## config.mk

```make
export PLATFORM = sky130hd
export DESIGN_NAME = aesha_input_loader_flat
export DESIGN_NICKNAME = d
export VERILOG_FILES = /design/src/rtl/aesha_input_loader_pkg.sv /design/src/rtl/aesha_input_loader_if.sv /design/src/rtl/aesha_wr_decode.sv /design/src/rtl/aesha_input_loader.sv /design/src/flat_wrapper.sv
export SDC_FILE = /design/constraint.sdc
export NUM_CORES = 1
export LEC_CHECK = 0
export ABC_AREA = 1
export CORE_AREA = 2 2 266 268
export DETAILED_ROUTE_END_ITERATION = 12
export DIE_AREA = 0 0 268 270
export GPL_ROUTABILITY_DRIVEN = 0
export PLACE_DENSITY_LB_ADDON = 0.2
export REMOVE_ABC_BUFFERS = 1
export SLEW_MARGIN = 25
export SYNTH_ARGS = -nofsm -noshare
export SYNTH_HDL_FRONTEND = slang
export SYNTH_SLANG_ARGS = --single-unit
```

## constraint.sdc

```tcl
create_clock -name i_clk -period 3.9 [get_ports i_clk]
set_input_delay 0.78 -clock i_clk [delete_from_list [all_inputs] [get_ports i_clk]]
set_output_delay 0.78 -clock i_clk [all_outputs]
set_load 0.005 [all_outputs]
```

## src/rtl/aesha_input_loader_pkg.sv

```systemverilog
// Shared constants and types for the AESHA input loader slice.
package aesha_pkg;

  // Host word address map
  localparam logic [4:0] KEY_BASE  = 5'd0;
  localparam logic [4:0] DATA_BASE = 5'd4;
  localparam logic [4:0] CTRL_ADDR = 5'd20;

  // Bit positions inside the control word
  localparam int CTRL_AES_BIT = 0;
  localparam int CTRL_DEC_BIT = 1;

  // Default operation lengths, counted from control-unit reset release
  localparam int DEF_KECCAK_CYCLES = 26;
  localparam int DEF_AES_CYCLES    = 44;

  // Launch sequencer states
  typedef enum logic [1:0] {
    IDLE = 2'd0,
    ARM  = 2'd1,
    RUN  = 2'd2,
    DONE = 2'd3
  } state_t;

  function automatic int max_int(input int a, input int b);
    return (a > b) ? a : b;
  endfunction

endpackage

```

## src/rtl/aesha_input_loader_if.sv

```systemverilog
// Host-side bus of the AESHA input loader.
//
// Handshake: i_wr_en and i_start are valid strobes with an implicit
// ready of 1. Every strobe is consumed in the cycle it is presented;
// a strobe that cannot be honoured is dropped and flagged by a
// one-cycle o_wr_err pulse on the following cycle. There is no
// backpressure.
interface aesha_input_loader_if;
  logic        i_wr_en;
  logic [4:0]  i_wr_addr;
  logic [31:0] i_wr_data;
  logic        i_start;
  logic        o_busy;
  logic        o_done;
  logic        o_wr_err;

  modport master (
    output i_wr_en, i_wr_addr, i_wr_data, i_start,
    input  o_busy, o_done, o_wr_err
  );

  modport slave (
    input  i_wr_en, i_wr_addr, i_wr_data, i_start,
    output o_busy, o_done, o_wr_err
  );
endinterface

```

## src/rtl/aesha_wr_decode.sv

```systemverilog
// Combinational host address decoder: one-hot word enables plus an
// illegal-address flag for writes outside the map.
module aesha_wr_decode
  import aesha_pkg::*;
#(
  parameter int KEY_WORDS  = 4,
  parameter int DATA_WORDS = 16
) (
  input  logic                  wr_en,
  input  logic [4:0]            wr_addr,
  output logic [KEY_WORDS-1:0]  key_we,
  output logic [DATA_WORDS-1:0] data_we,
  output logic                  ctrl_we,
  output logic                  illegal
);

  // Compare the address against each mapped word; anything unmatched is illegal
  always_comb begin
    key_we  = '0;
    data_we = '0;
    ctrl_we = 1'b0;
    illegal = 1'b0;
    for (int k = 0; k < KEY_WORDS; k++) begin
      key_we[k] = wr_en && (wr_addr == 5'(KEY_BASE + k));
    end
    for (int j = 0; j < DATA_WORDS; j++) begin
      data_we[j] = wr_en && (wr_addr == 5'(DATA_BASE + j));
    end
    ctrl_we = wr_en && (wr_addr == CTRL_ADDR);
    illegal = wr_en && !((|key_we) || (|data_we) || ctrl_we);
  end

endmodule

```

## src/rtl/aesha_input_loader.sv

```systemverilog
// Loads key/data/mode from 32-bit host writes, launches one control-unit
// operation by releasing its active-low reset, and times the run.
module aesha_input_loader
  import aesha_pkg::*;
#(
  parameter int DATA_WORDS    = 16,
  parameter int KEY_WORDS     = 4,
  parameter int KECCAK_CYCLES = DEF_KECCAK_CYCLES,
  parameter int AES_CYCLES    = DEF_AES_CYCLES
) (
  input  logic                    i_clk,
  input  logic                    i_reset,
  aesha_input_loader_if.slave     host,
  output logic [32*KEY_WORDS-1:0] o_key,
  output logic [32*DATA_WORDS-1:0] o_data,
  output logic                    o_aes_or_keccak,
  output logic                    o_enc_or_dec,
  output logic                    o_cu_reset_n,
  output state_t                  o_state
);

  localparam int CW = $clog2(max_int(AES_CYCLES, KECCAK_CYCLES));

  logic [32*KEY_WORDS-1:0]  key_q;
  logic [32*DATA_WORDS-1:0] data_q;
  logic                     aes_q, dec_q;
  logic                     start_q, cu_rst_n_q, busy_q, err_q;
  logic [CW-1:0]            cnt_q;
  state_t                   state_q, state_d;

  logic [KEY_WORDS-1:0]  key_we;
  logic [DATA_WORDS-1:0] data_we;
  logic                  ctrl_we, illegal;
  logic                  in_idle, start_rise, launch, reject, aes_eff;
  logic                  busy_d, done;

  aesha_wr_decode #(
    .KEY_WORDS  (KEY_WORDS),
    .DATA_WORDS (DATA_WORDS)
  ) u_dec (
    .wr_en   (host.i_wr_en),
    .wr_addr (host.i_wr_addr),
    .key_we  (key_we),
    .data_we (data_we),
    .ctrl_we (ctrl_we),
    .illegal (illegal)
  );

  assign in_idle    = (state_q == IDLE);
  assign start_rise = host.i_start && !start_q;
  assign launch     = in_idle && start_rise;
  // A same-cycle control write must steer the launch, so bypass the register
  assign aes_eff    = ctrl_we ? host.i_wr_data[CTRL_AES_BIT] : aes_q;
  assign reject     = (!in_idle && (host.i_wr_en || start_rise)) || (in_idle && illegal);

  // Operand registers: written only in IDLE so the control unit sees stable inputs
  always_ff @(posedge i_clk) begin
    if (i_reset) begin
      key_q  <= '0;
      data_q <= '0;
      aes_q  <= 1'b0;
      dec_q  <= 1'b0;
    end else if (in_idle) begin
      for (int k = 0; k < KEY_WORDS; k++) begin
        if (key_we[k]) key_q[32*k +: 32] <= host.i_wr_data;
      end
      for (int j = 0; j < DATA_WORDS; j++) begin
        if (data_we[j]) data_q[32*j +: 32] <= host.i_wr_data;
      end
      if (ctrl_we) begin
        aes_q <= host.i_wr_data[CTRL_AES_BIT];
        dec_q <= host.i_wr_data[CTRL_DEC_BIT];
      end
    end
  end

  // FSM state register
  always_ff @(posedge i_clk) begin
    if (i_reset) state_q <= IDLE;
    else         state_q <= state_d;
  end

  // FSM next-state logic
  always_comb begin
    state_d = state_q;
    case (state_q)
      IDLE:    if (launch) state_d = ARM;
      ARM:     state_d = RUN;
      RUN:     if (cnt_q == '0) state_d = DONE;
      DONE:    state_d = IDLE;
      default: state_d = IDLE;
    endcase
  end

  // FSM output decode
  always_comb begin
    busy_d = (state_d == ARM) || (state_d == RUN);
    done   = (state_q == DONE);
  end

  // Down-counter: loaded on launch so ARM already holds N-1 and DONE lands N cycles after release
  always_ff @(posedge i_clk) begin
    if (i_reset) begin
      cnt_q <= '0;
    end else if (launch) begin
      cnt_q <= aes_eff ? CW'(AES_CYCLES - 1) : CW'(KECCAK_CYCLES - 1);
    end else if (((state_q == ARM) || (state_q == RUN)) && (cnt_q != '0)) begin
      cnt_q <= cnt_q - 1'b1;
    end
  end

  // Registered status: control-unit reset, busy, error pulse and start edge history
  always_ff @(posedge i_clk) begin
    if (i_reset) begin
      cu_rst_n_q <= 1'b0;
      busy_q     <= 1'b0;
      err_q      <= 1'b0;
      start_q    <= 1'b0;
    end else begin
      cu_rst_n_q <= busy_d;
      busy_q     <= busy_d;
      err_q      <= reject;
      start_q    <= host.i_start;
    end
  end

  assign o_key           = key_q;
  assign o_data          = data_q;
  assign o_aes_or_keccak = aes_q;
  assign o_enc_or_dec    = dec_q;
  assign o_cu_reset_n    = cu_rst_n_q;
  assign o_state         = state_q;
  assign host.o_busy     = busy_q;
  assign host.o_done     = done;
  assign host.o_wr_err   = err_q;

endmodule

```

## src/flat_wrapper.sv

```systemverilog
// flat-port wrapper written by rule: the top's interface ports become plain ports
module aesha_input_loader_flat import aesha_pkg::*;
#(
  parameter int DATA_WORDS    = 16,
  parameter int KEY_WORDS     = 4,
  parameter int KECCAK_CYCLES = DEF_KECCAK_CYCLES,
  parameter int AES_CYCLES    = DEF_AES_CYCLES
)
  (i_clk, i_reset, o_key, o_data, o_aes_or_keccak, o_enc_or_dec, o_cu_reset_n, o_state, host_i_wr_en, host_i_wr_addr, host_i_wr_data, host_i_start, host_o_busy, host_o_done, host_o_wr_err);
  aesha_input_loader_if host_i ();
  input  logic i_clk;
  input  logic i_reset;
  output logic [32*KEY_WORDS-1:0] o_key;
  output logic [32*DATA_WORDS-1:0] o_data;
  output logic o_aes_or_keccak;
  output logic o_enc_or_dec;
  output logic o_cu_reset_n;
  output state_t o_state;
  input wire logic [$bits(host_i.i_wr_en)-1:0] host_i_wr_en;
  input wire logic [$bits(host_i.i_wr_addr)-1:0] host_i_wr_addr;
  input wire logic [$bits(host_i.i_wr_data)-1:0] host_i_wr_data;
  input wire logic [$bits(host_i.i_start)-1:0] host_i_start;
  output wire logic [$bits(host_i.o_busy)-1:0] host_o_busy;
  output wire logic [$bits(host_i.o_done)-1:0] host_o_done;
  output wire logic [$bits(host_i.o_wr_err)-1:0] host_o_wr_err;
  assign host_i.i_wr_en = host_i_wr_en;
  assign host_i.i_wr_addr = host_i_wr_addr;
  assign host_i.i_wr_data = host_i_wr_data;
  assign host_i.i_start = host_i_start;
  assign host_o_busy = host_i.o_busy;
  assign host_o_done = host_i.o_done;
  assign host_o_wr_err = host_i.o_wr_err;
  aesha_input_loader #(.DATA_WORDS(DATA_WORDS), .KEY_WORDS(KEY_WORDS), .KECCAK_CYCLES(KECCAK_CYCLES), .AES_CYCLES(AES_CYCLES)) u_core (.i_clk(i_clk), .i_reset(i_reset), .host(host_i), .o_key(o_key), .o_data(o_data), .o_aes_or_keccak(o_aes_or_keccak), .o_enc_or_dec(o_enc_or_dec), .o_cu_reset_n(o_cu_reset_n), .o_state(o_state));
endmodule
```

# After elaboration in Yosys (flattened, before gate mapping)
# Cells that the tools add are included.
# word_totals
out_inout_bits,648
ff_bits,653
inputBits,41
word_cells,124
# classes
reduce_logical,64
n_addsub,1
n_mux,7
eq_ne,25
# ops
cell,n
2-bit AND reduction,21
5-bit by 4-bit == test with 1-bit output (second input constant),8
1-bit logical AND,27
5-bit == test (second input constant),5
5-bit by 3-bit == test with 1-bit output (second input constant),4
6-bit 2-to-1 mux,3
16-bit OR reduction,1
5-bit by 2-bit == test with 1-bit output (second input constant),2
2-bit one-hot mux with 4 select lines,1
2-bit == test (second input constant),3
6-bit zero test,1
1-bit logical OR,6
6-bit nonzero test,1
6-bit by 1-bit subtractor with 6-bit output (second input constant),1
5-bit by 1-bit == test with 1-bit output (second input constant),1
5-bit zero test,1
2-bit by 1-bit == test with 1-bit output (second input constant),2
2-bit 2-to-1 mux,2
4-bit OR reduction,1
1-bit zero test,3
2-bit zero test,1
2-bit nonzero test,1
1-bit 2-to-1 mux,1

# Longest topological paths before layout
# logic_depth
depth_word,9
ltp_mapped,12
depth_no_buf,12

# Cells and area by module
# A second synthesis with hierarchy kept.
# hier_totals
hier_cells,3058
hier_area_um2,23645.2
# modules_own_cells
module,seq_area_each_um2,area_per_inst_um2,n_inst,cells_each
aesha_input_loader,13072.5,23291.1,1,2970
aesha_wr_decode,0.0,354.1,1,88

# Worst setup path after synthesis
# Ideal clock, no wire load.
# synth_path
path_type,input port to flip-flop
from,input host_i_wr_addr[4]
to,"register u_core.data_q[309], in the netlist u_core.o_data[309]"
setup_time_ns,0.116
arrival_time_ns,1.763
path_slack_ns,2.021
cell_stages,9
path_cell_list,inv_2 nand2_1 nor2_1 nand2_1 nor2_2 inv_1 clkbuf_1 nor2_1 nor2_1
# synth_via
elab_chain_cells,3
# synth_rtl
item,line,text
"start, declared",flat_wrapper.sv:20,input wire logic [$bits(host_i.i_wr_addr)-1:0] host_i_wr_addr;
5-bit by 4-bit == test with 1-bit output,aesha_wr_decode.sv:27,data_we[j] = wr_en && (wr_addr == 5'(DATA_BASE + j));
1-bit logical AND,aesha_wr_decode.sv:27,
2-bit AND reduction (no line),--,
"end signal, assigned by index",aesha_input_loader.sv:68,if (data_we[j]) data_q[32*j +: 32] <= host.i_wr_data;
"end, declared",aesha_input_loader.sv:25,logic [32*DATA_WORDS-1:0] data_q;
# No other way between the ends.
# A chain may end at the register's enable or synchronous reset.

# Final worst setup path
# layout_path
from,input host_i_wr_addr[4]
to,"register u_core.data_q[190], in the netlist u_core.o_data[190]"
# The elaborated chain is that of the path after synthesis.

==> flow_metrics.env <==
export IMPL_grt_max_degree=137
export IMPL_setup_violations=0
export IMPL_yosysTopAreaCell="dfxtp_1"
export IMPL_wl_mm=97.10
export IMPL_finalHoldViolCount=0
export IMPL_fillers=6879
export IMPL_post_cts_buffers=0
export IMPL_ant_nets=0
export IMPL_synth_seq_cells=653
export IMPL_fin_crit_ns=2.686
export IMPL_fin_ws_ns=1.214
export IMPL_synth_common_cells="nor2_1, dfxtp_1, o21ai_0"
export IMPL_path_cells="clkdlybuf4s50_1 -> inv_2 -> nand2_1 -> nor2_1 -> nand3_4 -> o21ai_0 -> a21oi_1"
export IMPL_grt_pass1_vias=19533
export IMPL_async_flop_share=0
export IMPL_rows=97
export IMPL_clk_pin_slew_worst_paths_ns=0.06
export IMPL_synth_area_per_cell_um2=7.745
export IMPL_cpPeakStageDelay_ns=0.71
export IMPL_grt_ovfl_total=0
export IMPL_maxClockFrequency_mhz=372.3
export IMPL_clk_latency_ns=0.62
export IMPL_cts_buffer_depth=3
export IMPL_yosysSeqAreaShare=0.5634
export IMPL_drtIter0Drc=1579
export IMPL_holdPathStages=2
export IMPL_synth_top_area_frac=0.5634
export IMPL_final_util=0.4774
export IMPL_p_total_mw=15.30
export IMPL_status="complete, no violations"
export IMPL_first_pass_iters=5
export IMPL_ctsHoldBuffers=0
export IMPL_io_buffers=688
export IMPL_start_util=0.3337
export IMPL_core_um2=69540
export IMPL_vias=21354
export IMPL_leakagePower_nw=12.80
export IMPL_cp_end_kind="flip-flop"
export IMPL_p_clk_frac=0.452
export IMPL_cts_buffers=73
export IMPL_crit_required_ns=4.35
export IMPL_switching_power_mw=3.875
export IMPL_place_ws_ns=0.6216
export IMPL_placed_area_um2=30810
export IMPL_yosysMostFrequentCell="nor2_1"
export IMPL_pwr_share_comb=0.094
export IMPL_die_width_um=268
export IMPL_finalClockSkew_ns=0.01849
export IMPL_synthToLayoutAreaGrowth_pct=43.07
export IMPL_cts_resized=0
export IMPL_maxSlewHeadroom=0.3119
export IMPL_synth_edf_count=0
export IMPL_place_hpwl_mm=62.62
export IMPL_power_density_nw_per_um2=460.9
export IMPL_drc_errors=0
export IMPL_die_h_um=270
export IMPL_h_tree_depth=3
export IMPL_netlist_instances=2996
export IMPL_drt_wirelength_per_cell_um=21.30
export IMPL_sequentialPowerShare=0.454
export IMPL_cap_viol_max_count=0
export IMPL_tightest_slew_ns=1.029
export IMPL_cts_tree="yes"
export IMPL_hp_start="u_core.o_data[377]"
export IMPL_antenna_found_initial=2
export IMPL_r2r_end="u_core.o_key[65]"
export IMPL_grt_pass1_wl_mm=138.5
export IMPL_critPathMaxFanout=64
export IMPL_netlist_area_um2=23200
export IMPL_io_pins=689
export IMPL_fin_crit_sh=0.6888
export IMPL_ff2ff_setup_slack_ns=1.63
export IMPL_cp_slowest_cell="nand3_4"
export IMPL_reg2reg_depth=8
export IMPL_synth_main_ff_cell="dfxtp_1"
export IMPL_cts_sinks=653
export IMPL_worstReg2RegStart="u_core.o_state[0]"
export IMPL_rsz0062_at_grt="false"
export IMPL_clockRootBuffer="clkbuf_16"
export IMPL_cp_arrival_ns=3.14
export IMPL_startpoint_type="input port"
export IMPL_min_to="u_core.o_data[377]"
export IMPL_yosysWarnings=0
export IMPL_crit_type="input port to flip-flop"
export IMPL_p_int_mw=11.42
export IMPL_fin_area_um2=33200
export IMPL_drive_above_1_share=0.06222
export IMPL_yosys_top_cells_area="dfxtp_1, o21ai_0, nor2_1"
export IMPL_synth_cell_types=24
export IMPL_drv_slew=0
export IMPL_vias_per_cell=4.685
export IMPL_ir_drop_v=0.0002609
export IMPL_swShare=0.2533
export IMPL_grt_util_all_layers=0.2597
export IMPL_hp_class="flip-flop to flip-flop"
export IMPL_die_area_um2=72360
export IMPL_layout_nets=3604
## layout make-up
class | instances | area (µm²) | area share
repair buffers | 747 | 7360 | 0.2217
inverters | 295 | 1115 | 0.03358
well taps | 940 | 1176 | 0.03543
flip-flops and latches | 653 | 13070 | 0.3938
clock inverters | 19 | 227.7 | 0.006859
multi-input cells | 1789 | 8074 | 0.2432
clock buffers | 113 | 2170 | 0.06535
diodes | 2 | 5.005 | 0.0001508
## critical path, delay by kind of cell
kind                   cells  cell delay [ns]
AND/OR/NAND/NOR            3             1.28
AO/OA/AOI/OAI              2             0.47
buffers and inverters      2             0.55
## placed cells by master (no fill, tap or decap), types with 8 or more instances in the layout
master           instances
nor2_2                  15
dfxtp_1                653
clkbuf_1                23
o21ai_1                 47
o21ai_0                603
a21oi_1                277
buf_2                   19
buf_4                   49
clkbuf_8                15
inv_1                  282
nand3_1                 16
clkbuf_16               75
nor2_1                 766
nand2_1                 45
clkdlybuf4s50_1        669
inv_2                   12
clkinv_2                 8
buf_12                  10
## cells by family after synthesis
kind of cell,count (synthesis),share of synthesized area
flops,653,0.5634
fa+ha+maj,4,0.002157
simple gates,856,0.1422
compound gates,929,0.2005
buf+inv,554,0.09172
## how the worst max path moves through the flow
stage	start	end	slack (ns)	cells past startpoint
5_1_grt	host_i_wr_en	u_core.o_data[161]	1.03	6
3_5_place_dp	host_i_wr_addr[4]	u_core.o_data[161]	0.62	7
3_3_place_gp	host_i_wr_addr[4]	u_core.o_data[163]	0.68	7
4_1_cts	host_i_wr_addr[4]	u_core.o_data[172]	1.28	7
6_report	host_i_wr_addr[4]	u_core.o_data[190]	1.21	7
2_1_floorplan	i_reset	u_core.cnt_q[2]	-4.87	3
## flip-flops by register name (all words and copies together) (netlist names)
register,cells
u_core.o_data,512
u_core.o_key,128
u_core.cnt_q,6
u_core.o_state,2
u_core.host.o_wr_err,1
u_core.o_aes_or_keccak,1
u_core.o_cu_reset_n,1
u_core.o_enc_or_dec,1
u_core.start_q,1
## per-stage QoR
stage                     instances  hold slack [ns]  setup TNS (ns)
after global routing           4556           0.4551               0
final                          4558           0.4385               0
after floorplan                2737           0.4421        -2984.06
after detailed placement       4424           0.4324               0
after global placement         4424           0.4290               0
after CTS                      4556           0.4414               0
## routing by layer
layer,part of all wire,track usage
met5,0,0
met4,0.039,0.1050
met3,0.072,0.06555
met2,0.48,0.4340
met1,0.41,0.3174
## power by group through the flow
stage | clock network, mW | logic, mW | registers (mW)
2_1_floorplan | 0 | 0.617 | 7.09
4_1_cts | 7.04 | 1.44 | 6.95
6_report | 6.92 | 1.43 | 6.95
5_1_grt | 7.33 | 1.57 | 6.97
3_5_place_dp | 0 | 1.44 | 7.09
3_3_place_gp | 0 | 1.44 | 7.09
Power figures use the tool's default switching activity.
